--- src/rtl/cache_victim_buffer_pkg.sv ---
// Shared types for the victim buffer: drain state encoding.
package cache_victim_buffer_pkg;

  typedef enum logic {
    IDLE  = 1'b0,
    BURST = 1'b1
  } drain_state_t;

endpackage

--- src/rtl/cache_victim_buffer_linebeatselect.sv ---
// Combinational beat mux: picks one bus beat out of a cache line, beat 0 = LSBs.
module linebeatselect #(
  parameter int LINELEN = 512,
  parameter int BEATLEN = 64
) (
  input  logic [LINELEN-1:0]                  line,
  input  logic [$clog2(LINELEN/BEATLEN)-1:0]  beat,
  output logic [BEATLEN-1:0]                  data
);

  assign data = line[beat*BEATLEN +: BEATLEN];

endmodule

--- src/rtl/flopenr.sv ---
// Resettable register primitive with load enable (synchronous, active-high reset).
module flopenr #(
  parameter int WIDTH = 8
) (
  input  logic             clk,
  input  logic             reset,
  input  logic             en,
  input  logic [WIDTH-1:0] d,
  output logic [WIDTH-1:0] q
);

  // Capture d only when enabled, clearing on reset.
  always_ff @(posedge clk)
    if (reset)   q <= '0;
    else if (en) q <= d;

endmodule

--- src/rtl/flopr.sv ---
// Resettable register primitive (synchronous, active-high reset to zero).
module flopr #(
  parameter int WIDTH = 8
) (
  input  logic             clk,
  input  logic             reset,
  input  logic [WIDTH-1:0] d,
  output logic [WIDTH-1:0] q
);

  // Capture d every cycle, clearing on reset.
  always_ff @(posedge clk)
    if (reset) q <= '0;
    else       q <= d;

endmodule

--- src/rtl/cache_victim_buffer.sv ---
// Victim buffer: queues evicted dirty lines and drains each one to the bus as an
// address-incrementing burst of beats. A lookup port reports whether a line is
// still waiting to be written back so a refill of that line can be stalled.
module cache_victim_buffer
  import cache_victim_buffer_pkg::*;
#(
  parameter int PA_BITS = 32,
  parameter int LINELEN = 512,
  parameter int BEATLEN = 64,
  parameter int DEPTH   = 2
) (
  input  logic               clk,
  input  logic               reset,
  input  logic               EvictValid,
  output logic               EvictReady,
  input  logic [PA_BITS-1:0] EvictAdr,
  input  logic [LINELEN-1:0] EvictLine,
  output logic               BusValid,
  input  logic               BusReady,
  output logic [PA_BITS-1:0] BusAdr,
  output logic [BEATLEN-1:0] BusData,
  output logic               BusLast,
  input  logic [PA_BITS-1:0] LookupAdr,
  output logic               LookupMatch,
  output logic               Empty
);

  localparam int BEATS     = LINELEN / BEATLEN;
  localparam int OFFSETLEN = $clog2(LINELEN / 8);
  localparam int PTRW      = $clog2(DEPTH);
  localparam int CNTW      = PTRW + 1;
  localparam int BEATW     = $clog2(BEATS);

  logic [PA_BITS-1:0] adr_mem  [DEPTH];
  logic [LINELEN-1:0] line_mem [DEPTH];

  logic [PTRW-1:0]  wr_ptr, rd_ptr, rel;
  logic [CNTW-1:0]  count, count_next;
  logic [BEATW-1:0] beat, beat_next;
  logic             state_bits;
  drain_state_t     state, next_state;

  logic               full, empty, push, pop, bus_valid, last_beat, lookup_hit;
  logic [PA_BITS-1:0] entry_adr, beat_offset;
  logic [BEATLEN-1:0] beat_data;
  logic               unused_low_bits;

  assign full  = (count == CNTW'(DEPTH));
  assign empty = (count == '0);

  // Ready depends only on the registered count, so a pop never frees a slot in the same cycle.
  assign EvictReady = ~full;
  assign push       = EvictValid & ~full;

  assign bus_valid = (state == BURST);
  assign last_beat = (beat == BEATW'(BEATS - 1));
  assign pop       = bus_valid & BusReady & last_beat;

  // Entry storage is written on push only and never cleared; occupancy tracks validity.
  always_ff @(posedge clk)
    if (push) begin
      adr_mem[wr_ptr]  <= {EvictAdr[PA_BITS-1:OFFSETLEN], OFFSETLEN'(0)};
      line_mem[wr_ptr] <= EvictLine;
    end

  flopenr #(.WIDTH(PTRW)) wr_ptr_reg (
    .clk(clk), .reset(reset), .en(push), .d(wr_ptr + PTRW'(1)), .q(wr_ptr)
  );

  flopenr #(.WIDTH(PTRW)) rd_ptr_reg (
    .clk(clk), .reset(reset), .en(pop), .d(rd_ptr + PTRW'(1)), .q(rd_ptr)
  );

  // Occupancy changes only when exactly one of push/pop happens.
  always_comb begin
    count_next = count;
    case ({push, pop})
      2'b10:   count_next = count + CNTW'(1);
      2'b01:   count_next = count - CNTW'(1);
      default: count_next = count;
    endcase
  end

  flopr #(.WIDTH(CNTW)) count_reg (
    .clk(clk), .reset(reset), .d(count_next), .q(count)
  );

  // Drain FSM: a push into an idle buffer starts the burst on the same edge, and a
  // popped entry with another one behind it rolls straight into the next burst.
  always_comb begin
    next_state = state;
    beat_next  = beat;
    case (state)
      IDLE: begin
        beat_next = '0;
        if (!empty || push) next_state = BURST;
      end
      BURST: begin
        if (BusReady) begin
          if (last_beat) begin
            beat_next  = '0;
            next_state = (count > CNTW'(1)) ? BURST : IDLE;
          end else begin
            beat_next = beat + BEATW'(1);
          end
        end
      end
      default: begin
        next_state = IDLE;
        beat_next  = '0;
      end
    endcase
  end

  flopr #(.WIDTH(1)) state_reg (
    .clk(clk), .reset(reset), .d(next_state), .q(state_bits)
  );
  assign state = drain_state_t'(state_bits);

  flopr #(.WIDTH(BEATW)) beat_reg (
    .clk(clk), .reset(reset), .d(beat_next), .q(beat)
  );

  assign entry_adr = adr_mem[rd_ptr];

  linebeatselect #(.LINELEN(LINELEN), .BEATLEN(BEATLEN)) beat_mux (
    .line(line_mem[rd_ptr]), .beat(beat), .data(beat_data)
  );

  // Entry addresses are line-aligned, so adding the beat offset never carries out of the offset field.
  assign beat_offset = PA_BITS'(beat) * PA_BITS'(BEATLEN / 8);

  assign BusValid = bus_valid;
  assign BusAdr   = bus_valid ? (entry_adr + beat_offset) : '0;
  assign BusData  = bus_valid ? beat_data : '0;
  assign BusLast  = bus_valid & last_beat;
  assign Empty    = empty;

  // Match the lookup line against every occupied slot, counting from the read pointer.
  always_comb begin
    lookup_hit = 1'b0;
    rel        = '0;
    for (int i = 0; i < DEPTH; i++) begin
      rel = PTRW'(i) - rd_ptr;
      if (({1'b0, rel} < count) &&
          (adr_mem[i][PA_BITS-1:OFFSETLEN] == LookupAdr[PA_BITS-1:OFFSETLEN]))
        lookup_hit = 1'b1;
    end
  end

  assign LookupMatch = lookup_hit;

  assign unused_low_bits = ^{LookupAdr[OFFSETLEN-1:0], EvictAdr[OFFSETLEN-1:0]};

endmodule

--- config.mk ---
export PLATFORM = sky130hd
export DESIGN_NAME = cache_victim_buffer
export DESIGN_NICKNAME = d
export VERILOG_FILES = /design/src/rtl/cache_victim_buffer_pkg.sv /design/src/rtl/cache_victim_buffer_linebeatselect.sv /design/src/rtl/flopenr.sv /design/src/rtl/flopr.sv /design/src/rtl/cache_victim_buffer.sv
export SDC_FILE = /design/constraint.sdc
export NUM_CORES = 1
export LEC_CHECK = 0
export ABC_CLOCK_PERIOD_IN_PS = 30200
export CORE_UTILIZATION = 49
export DETAILED_ROUTE_END_ITERATION = 10
export PLACE_DENSITY = 0.72
export SETUP_SLACK_MARGIN = 0.1
export SYNTH_ARGS = -nofsm -noshare
export SYNTH_HDL_FRONTEND = slang
export SYNTH_HIERARCHICAL = 1
export SYNTH_SLANG_ARGS = --single-unit
--- constraint.sdc ---
create_clock -name clk -period 30.2 [get_ports clk]
set_input_delay 4.53 -clock clk [delete_from_list [all_inputs] [get_ports clk]]
set_output_delay 4.53 -clock clk [all_outputs]
set_load 0.02 [all_outputs]
---- Word-level counts from Yosys, hierarchy flattened ----
Memory sizes are Yosys's and may differ from the RTL's. A register that Yosys moved wholly into a read port is not among the register bits.
Index checks and enable logic that the tools add are counted.
Widths: inputs -> output; s select.
word-level totals
  memories ................................ 2
  input port bits ......................... 580
  output and inout bits ................... 101
  register bits ........................... 8
  RAM bits ................................ 1,076
  word-level logic and storage cells ...... 57
operators by class
  $add $sub $neg .......................... 8
  order comparisons ....................... 3
  muxes and demuxes ....................... 19
  eq/ne operators ......................... 7
  bitwise logic cells ..................... 6
  shift-type cells ........................ 1
  reductions and logical operators ........ 6
memories
  memory    words  width  read ports  clocked after Yosys merged registers in  write ports  RTL line                   text
  line_mem  2      512    1           1                                        1            cache_victim_buffer.sv:35  logic [LINELEN-1:0] line_mem [DEPTH];
  adr_mem   2      26     3           1                                        1            cache_victim_buffer.sv:34  logic [PA_BITS-1:0] adr_mem [DEPTH];
operator list
  kind                 count
  $shiftx 512x10->64   1
  $mux 64              1
  $eq 26x26->1         2
  $add 32x6->32        1
  $mux 32              1
  $mux 1               12
  $mux 3               2
  $pmux 3 s2           1
  $and 1x1->1          4
  $eq 2x2->1 const B   2
  $lt 1x2->1           2
  $pmux 2 s2           1
  $add 3x1->3 const B  1
  $eq 3x3->1 const B   1
  $add 1x1->1 const B  2
  $add 2x1->2 const B  1
  $eq 2x1->1 const B   1
  $gt 2x1->1 const B   1
  $logic_and 1x1->1    2
  $logic_not 2->1      1
  $ne 2x2->1 const B   1
  $not 1->1            2
  $pmux 1 s2           1
  $reduce_bool 2->1    1
  other kinds (4)      5

---- Depth between registers and ports, before layout ----
Gate-level depths: netlist (run 1).
  depth in word-level cells ............... 6
  depth in mapped cells ................... 10
  gate-level depth less buffers ........... 10

---- Hierarchy ----
Netlist (run 1), hierarchy kept.
modules (own cells, without submodules)
  module               times used  area an instance (sq um)  cells each  sequential area each (sq um)
  cache_victim_buffer  1           40,405.0                  1,892       32,311.0
  linebeatselect       1           3,832.4                   227         0.0
  flopr (beat_reg)     1           78.8                      6           60.1
  flopenr              2           33.8                      3           20.0
  flopr (count_reg)    1           52.6                      4           40.0
  flopr (state_reg)    1           33.8                      2           20.0

---- Worst setup path after synthesis (run 1) ----
OpenSTA, ideal clock, no wires.
  path kind ............................... input -> register
  start ................................... input EvictValid
  end ..................................... memory adr_mem[0][0] (netlist bit), enable pin
  path buffers ............................ 0
  arrival time ............................ 26,894 ps
  library setup time ...................... 1,454 ps
  required time ........................... 28,746 ps
  stages .................................. 2
  slack ................................... 1,852 ps
  cell sequence ........................... nand2_1 > nor2_1
on the way
  cells in the longest elaborated chain, start to end .. 3
ends and longest elaborated chain
  item                          RTL line                   text
  start: declaration            cache_victim_buffer.sv:14  input logic EvictValid,
  $and 1x1->1                   cache_victim_buffer.sv:53  assign push = EvictValid & ~full;
  $mux 1                        cache_victim_buffer.sv:61  if (push) begin
  $mux 1 (not written as such)  cache_victim_buffer.sv:62  adr_mem[wr_ptr] <= {EvictAdr[PA_BITS-1:OFFSETLEN], OFFSETLEN'(0)};
  end: declaration              cache_victim_buffer.sv:34
Every way passes these cells.

==> results of run 1 <==
## state kept, by name (all words and copies together), names as in the netlist
name,cells
rd_ptr_reg/q,1
count_reg/q,2
line_mem,1024
beat_reg/q,3
state_reg/q,1
adr_mem,52
wr_ptr_reg/q,1
## metrics by stage
| stage | worst slack (ns) | instance area, µm² |
|---|---|---|
| 6_report | 18.47 | 55500 |
| 3_3_place_gp | 18.77 | 51900 |
| 4_1_cts | 18.36 | 55300 |
| 3_5_place_dp | 18.80 | 51900 |
| 2_1_floorplan | 1.85 | 44500 |
| 5_1_grt | 18.08 | 55400 |
## layout make-up
cell class / count / area share
Tap cell: 1176 / 0.0265
Clock buffer: 135 / 0.0509
Antenna cell: 41 / 0.00185
Clock inverter: 68 / 0.0110
Inverter: 9 / 0.000609
Timing Repair Buffer: 690 / 0.124
Multi-Input combinational cell: 938 / 0.199
Sequential cell: 1084 / 0.586
## placed cells by master (no fill, tap or decap), drive strengths merged, types with 3 or more instances in the layout
master	count
bufinv	9
a21oi	4
nor2b	6
edfxtp	1076
ha	7
clkbuf	135
dfxtp	8
inv	14
buf	25
nand4	3
mux2i	30
diode	41
nor4	12
conb	3
mux4	128
and2	68
nor2	33
clkinv	49
xor2	51
clkinvlp	5
mux2	576
nand2	6
clkdlybuf4s50	665
## worst max-delay path, stage by stage, from the launching register on
cell,delay [ns]
sky130_fd_sc_hd__dfxtp_4,0.90
sky130_fd_sc_hd__buf_4,0.92
sky130_fd_sc_hd__buf_4,0.84
sky130_fd_sc_hd__buf_4,0.79
sky130_fd_sc_hd__buf_4,0.88
sky130_fd_sc_hd__mux2_2,0.42
sky130_fd_sc_hd__mux4_2,0.51
sky130_fd_sc_hd__mux2_2,0.28
sky130_fd_sc_hd__and2_1,0.15
sky130_fd_sc_hd__clkdlybuf4s50_1,0.59
## logic make-up (layout without fill, tap and decap cells)
logic type | count (synthesis) | in the layout | share of synthesized area
buf+inv | 117 | 902 | 0.0221
mux | 734 | 734 | 0.217
flops | 1084 | 1084 | 0.730
compound gates | 9 | 9 | 0.00135
fa+ha+maj | 7 | 7 | 0.00197
other cells | 1 | 44 | 0.0000843
xor+xnor | 52 | 52 | 0.0102
simple gates | 133 | 133 | 0.0166
## report_power, final
group / internal [mW] / leakage [nW] / total [mW] / switching, mW
Sequential: 1.75 / 10.2 / 1.78 / 0.0223
Clock: 0.742 / 1.67 / 1.30 / 0.557
Combinational: 0.147 / 6.08 / 0.266 / 0.119
## layer usage
| layer | GRT usage | up-vias | part of all wire |
|---|---|---|---|
| met5 | 0 | - | 0.0024 |
| met4 | 0.106 | 44 | 0.034 |
| met3 | 0.0678 | 200 | 0.076 |
| met2 | 0.371 | 702 | 0.53 |
| met1 | 0.242 | 11400 | 0.36 |
| li1 | - | 10100 | - |
## path summary, 6_finish.rpt
path | startpoint | end | slack (ns) | depth (start not counted)
worst max-delay path | rd_ptr_reg/q | BusData[5] | 18.47 | 9
worst min-delay path | wr_ptr_reg/q | wr_ptr_reg/q | 0.60 | 2
worst max register to register | count_reg/q[0] | line_mem[0][461] | 25.42 | 8
worst min register to register | wr_ptr_reg/q | wr_ptr_reg/q | 0.60 | 2
==> Implementation_results.wiki, run 1 <==
{| class="wikitable"
! Metric !! Value
|-
| Result of the run || completed
|-
| Slew margin rel. || 0.217
|-
| Fmax || 85.2 MHz
|-
| Max H-tree Level || 3
|-
| Total global routing track utilization || 0.216
|-
| FF/Latch Area || 0.0325 mm²
|-
| Total count of max-transition violations in the final report || 0
|-
| Total congestion overflow || 0
|-
| Vias per std cell || 5.41
|-
| Multi-input gate area in the final layout || 0.0110 mm²
|-
| Tot Pwr || 3.34 mW
|-
| CTS sink count || 1084
|-
| Routability Congestion || 0.858
|-
| Cells resized by post-CTS repair || 0
|-
| Root buffer selected by CTS || sky130_fd_sc_hd__clkbuf_16
|-
| Wire length of the first global-routing pass || 146 mm
|-
| Initial cell density of the core || 0.494
|-
| Via count of the first global-routing pass || 24300
|-
| Port Buffer Count || 665
|-
| Fill cell instance count of the final layout || 6354
|-
| Final setup vio count || 0
|-
| Final wirelength || 101 mm
|-
| CTS clk-pin slew, worst paths || 0.06 ns
|-
| Sequential area share after synthesis || 0.730
|-
| Drt first-iter violations || 1574
|-
| Required time reported for the critical path endpoint || 25.67 ns
|-
| Most used flip-flop cell after synthesis || sky130_fd_sc_hd__edfxtp_1
|-
| Largest net degree at the start of global routing || 173
|-
| Remaining number of nets flagged by the antenna check after routing || 0
|-
| Area enclosed by the die boundary || 0.0920 mm²
|-
| TritonCTS buffer count || 109
|-
| TritonCTS clock tree || done
|-
| Finished Layout Cells || 4141
|-
| Final HPWL from detailed placement || 66.5 mm
|-
| Area delta synth->final || 24.7%
|-
| Horizontal extent of the die || 303 µm
|-
| Number of storage elements in the synthesis netlist || 1084
|-
| Ranking of synthesized cells by instance count || sky130_fd_sc_hd__edfxtp_1, sky130_fd_sc_hd__mux2_2, sky130_fd_sc_hd__mux4_2
|-
| Initial antenna violation count || 62
|-
| Yosys warns || 6
|-
| Top Ports || 681
|-
| Leak || 17.9 nW
|-
| Clock Tree Buf Depth || 3
|-
| Number of endpoints with negative hold slack in the final report || 0
|-
| Count of mapped cells out of synthesis || 2137
|-
| Floorplan die height || 303 µm
|-
| Count of flip-flops with a built-in enable after synthesis || 1076
|-
| Insertion delay of the later-clocked pin in the worst-skew pair || 0.68 ns
|-
| Post-route DRC || 0
|-
| Routed via count || 22400
|-
| Worst Skew || 0.0200 ns
|-
| Min cycle time layout || 11.73 ns
|-
| Final core occ || 0.616
|-
| Unrepaired setup endpoints after global routing || no
|-
| Count of nets after finishing || 3419
|-
| Crit Path Class || flip-flop to primary output
|-
| Class of the worst hold path || flip-flop to flip-flop
|-
| Final worst hold slack || 0.599 ns
|-
| Actual transition at the worst max-transition pin || 1.17 ns
|-
| Peak VDD IR || 0.0518 mV
|-
| First-pass detailed-route iteration total || 5
|-
| Row count || 110
|-
| Pwr/cell area || 60.3 mW/mm²
|-
| WL/cell || 24.5 µm
|-
| Top-area cell type share of the netlist area || 0.727
|-
| Most area-consuming cells after synthesis || sky130_fd_sc_hd__edfxtp_1, sky130_fd_sc_hd__mux2_2, sky130_fd_sc_hd__mux4_2
|-
| Share of post-route cells with drive strength above 1 || 0.304
|-
| Dominant cell by count in the synthesized netlist || sky130_fd_sc_hd__edfxtp_1
|-
| Floorplan Core Area || 0.0900 mm²
|-
| Total negative slack || 0 ns
|-
| Average size of a mapped cell || 20.8 µm²
|-
| Dominant cell type by area after synthesis || sky130_fd_sc_hd__edfxtp_1
|-
| Kind of launch point of the worst setup path || flip-flop
|-
| Unique cell type count in the Yosys netlist || 33
|-
| Post-CTS Hold Buffers || 0
|-
| Arrival time worst endpoint || 7.20 ns
|-
| Netlist Area Pre-Place || 0.0445 mm²
|-
| Number of buffers inserted by post-CTS setup repair || 0
|-
| Max-cap violations || 0
|-
| Final cycle utilization of the critical path || 0.388
|-
| Asr flop ratio synth || 0
|-
| Max FO, Critical Path || 77
|-
| Cell Count Post-Placement || 3897
|-
| Category of the worst setup path capture point || primary output
|}
Note: power is estimated with default switching activity, not from simulation.
==> run 2: changes to the inputs <==
ABC_CLOCK_PERIOD_IN_PS = 9750   (was 30200)
clock period = 9.75 ns   (was 30.2 ns; I/O delays follow)
==> run 2 against run 1 <==
  * Utilization grew 0.24 points
  * Die area is the same
  * Clock power grew to 3.2 times the previous value
  * Design area grew 0.39%
  * Register-to-register slack lost 20 ns
  * Clock skew grew 0.0049 ns
  * Total power grew to 3.2 times the previous value
  * Largest cell class unchanged
==> Implementation_results.wiki, run 2 (synthesized netlist as in run 1, its figures left out) <==
{| class="wikitable"
! Metric !! Value
|-
| Result of the run || completed
|-
| TritonCTS clock tree || done
|-
| Peak VDD IR || 0.170 mV (+230%)
|-
| Top library cells by usage in the layout, fill and taps aside || sky130_fd_sc_hd__edfxtp_1, sky130_fd_sc_hd__clkdlybuf4s50_1, sky130_fd_sc_hd__mux2_2
|-
| WL/cell || 24.7 µm (+0.68%)
|-
| Most common cell after layout, fill and taps aside || sky130_fd_sc_hd__edfxtp_1
|-
| Via count of the first global-routing pass || 24200 (-0.49%)
|-
| Pwr/cell area || 189 mW/mm² (+210%)
|-
| Post-CTS Hold Buffers || 0 (unchanged)
|-
| Standard cell area after detailed placement || 0.0520 mm² (about the same)
|-
| Clock Tree Buf Depth || 3 (unchanged)
|-
| Final worst hold slack || 0.588 ns (-0.0102 ns)
|-
| Worst Skew || 0.0249 ns (+0.00485 ns)
|-
| P_int || 8.38 mW (+220%)
|-
| Gate power share || 0.078 (-0.002)
|-
| Final cycle utilization of the critical path || 0.637
|-
| Final HPWL from detailed placement || 65.9 mm (-0.94%)
|-
| Initial antenna violation count || 58 (-6.5%)
|-
| Routed via count || 22300 (-0.66%)
|-
| Required time reported for the critical path endpoint || 8.29 ns (-17.38 ns)
|-
| Floorplan die height || 303 µm (unchanged)
|-
| Max FFs per register || 1024 (unchanged)
|-
| Fill cell instance count of the final layout || 6368 (+0.22%)
|-
| Portion of total power attributed to sequential cells || 0.522 (-0.010)
|-
| Fmax || 161 MHz
|-
| Remaining number of nets flagged by the antenna check after routing || 0 (unchanged)
|-
| Area of all placed cells without fillers || 0.0557 mm² (+0.39%)
|-
| Floorplan Core Area || 0.0900 mm² (unchanged)
|-
| Final core occ || 0.618 (+0.00241)
|-
| Routability Congestion || 0.810 (-5.6%)
|-
| Area enclosed by the die boundary || 0.0920 mm² (unchanged)
|-
| CTS clk-pin slew, worst paths || 0.05 ns (about the same)
|-
| Class of the worst hold path || flip-flop to flip-flop
|-
| Insertion delay of the later-clocked pin in the worst-skew pair || 0.69 ns (about the same)
|-
| Sw frac || 0.205 (-0.00404)
|-
| Largest net degree at the start of global routing || 186 (+7.5%)
|-
| Cell Count Post-Placement || 3893 (-0.10%)
|-
| Row count || 110 (unchanged)
|-
| Slew margin rel. || 0.201 (-0.0165)
|-
| Leak || 18.0 nW (+0.40%)
|-
| Min cycle time layout || 6.21 ns
|-
| Arrival time worst endpoint || 4.75 ns (-2.45 ns)
|-
| Routing usage on met1 || 0.248 (+0.00516)
|-
| Finished Layout Cells || 4128 (-0.31%)
|-
| Actual transition at the worst max-transition pin || 1.20 ns (+0.0248 ns)
|-
| Port Buffer Count || 665 (unchanged)
|-
| Total global routing track utilization || 0.217 (+0.00125)
|-
| First-pass detailed-route iteration total || 5 (unchanged)
|-
| Number of buffers inserted by post-CTS setup repair || 0 (unchanged)
|-
| Final setup vio count || 0 (unchanged)
|-
| Final wirelength || 102 mm (+0.37%)
|-
| Net switching component of the power || 2.16 mW (+210%)
|-
| Unrepaired setup endpoints after global routing || no
|-
| GR Util met2 || 0.377 (+0.00515)
|-
| Total congestion overflow || 0 (unchanged)
|-
| Share of total power in the clock network || 0.400 (+0.011)
|-
| Kind of launch point of the worst setup path || flip-flop
|-
| Top Ports || 681 (unchanged)
|-
| CTS sink count || 1084 (unchanged)
|-
| Max FO, Critical Path || 185 (+140%)
|-
| Met3 track demand over resource || 0.0775 (+0.00971)
|-
| Horizontal extent of the die || 303 µm (unchanged)
|-
| TritonCTS buffer count || 112 (+2.8%)
|-
| Wire length of the first global-routing pass || 146 mm (about the same)
|-
| Count of nets after finishing || 3418 (-0.029%)
|-
| Pre-CTS setup slack || 4.24 ns (-14.56 ns)
|-
| Area delta synth->final || 25.2%
|-
| Post-route DRC || 0 (unchanged)
|-
| Max H-tree Level || 3 (unchanged)
|-
| Initial cell density of the core || 0.494 (unchanged)
|-
| Root buffer selected by CTS || sky130_fd_sc_hd__clkbuf_16
|-
| Total count of max-transition violations in the final report || 0 (unchanged)
|-
| Biggest register || line_mem
|-
| Category of the worst setup path capture point || primary output
|-
| Drt first-iter violations || 1506 (-4.3%)
|-
| Biggest registers after layout || line_mem x1024, adr_mem x52, beat_reg/q x3
|-
| Crit Path Class || flip-flop to primary output
|-
| Setup ws final || 3.54 ns (-14.93 ns)
|-
| Cells resized by post-CTS repair || 0 (unchanged)
|-
| Vias per std cell || 5.40 (-0.34%)
|-
| Max-cap violations || 0 (unchanged)
|-
| Number of endpoints with negative hold slack in the final report || 0 (unchanged)
|-
| Share of post-route cells with drive strength above 1 || 0.303 (-0.00119)
|-
| Most Used Layer, Global Route || met2
|}
[run 2: stage by stage]
stage               power [mW]  setup TNS [ns]
finish                    10.5               0
global route              10.9               0
detailed placement        6.43               0
global placement          6.39               0
CTS                       10.6               0
floorplan                 6.03         -204.73
[run 2: power by group through the flow]
stage / registers (mW) / clock network (mW) / logic (mW)
after CTS: 5.50 / 4.31 / 0.838
after floorplan: 5.64 / 0 / 0.393
final: 5.50 / 4.22 / 0.827
after global placement: 5.58 / 0 / 0.804
after global routing: 5.52 / 4.48 / 0.883
after detailed placement: 5.60 / 0 / 0.832
[run 2: layer usage]
metal  share of wire  wire (µm)
met1            0.36      37100
met3           0.091       9240
met2            0.52      52900
met4           0.022       2220
met5          0.0032        328
[run 2: path summary, 6_finish.rpt]
path / slack, ns / startpoint / cells past startpoint / end
worst min-delay path: 0.59 / wr_ptr_reg/q / 2 / wr_ptr_reg/q
worst min register to register: 0.59 / wr_ptr_reg/q / 2 / wr_ptr_reg/q
worst max-delay path: 3.54 / rd_ptr_reg/q / 6 / BusData[9]
worst max register to register: 5.89 / count_reg/q[0] / 7 / line_mem[1][327]
[run 2: layout make-up]
cell class	instances	area [µm²]	share of cell area
flip-flops and latches	1084	32500	0.584
multi-input cells	938	11100	0.199
repair buffers	686	6910	0.124
clock buffers	144	2940	0.0529
well taps	1176	1470	0.0264
clock inverters	58	677	0.0122
diodes	33	82.6	0.00148
inverters	9	33.8	0.000607
[run 2: critical path, stage by stage (launching register included)]
cell,delay [ns]
sky130_fd_sc_hd__dfxtp_4,1.08
sky130_fd_sc_hd__buf_12,0.66
sky130_fd_sc_hd__mux2_2,0.43
sky130_fd_sc_hd__mux4_2,0.55
sky130_fd_sc_hd__mux2_2,0.29
sky130_fd_sc_hd__and2_1,0.16
sky130_fd_sc_hd__clkdlybuf4s50_1,0.57
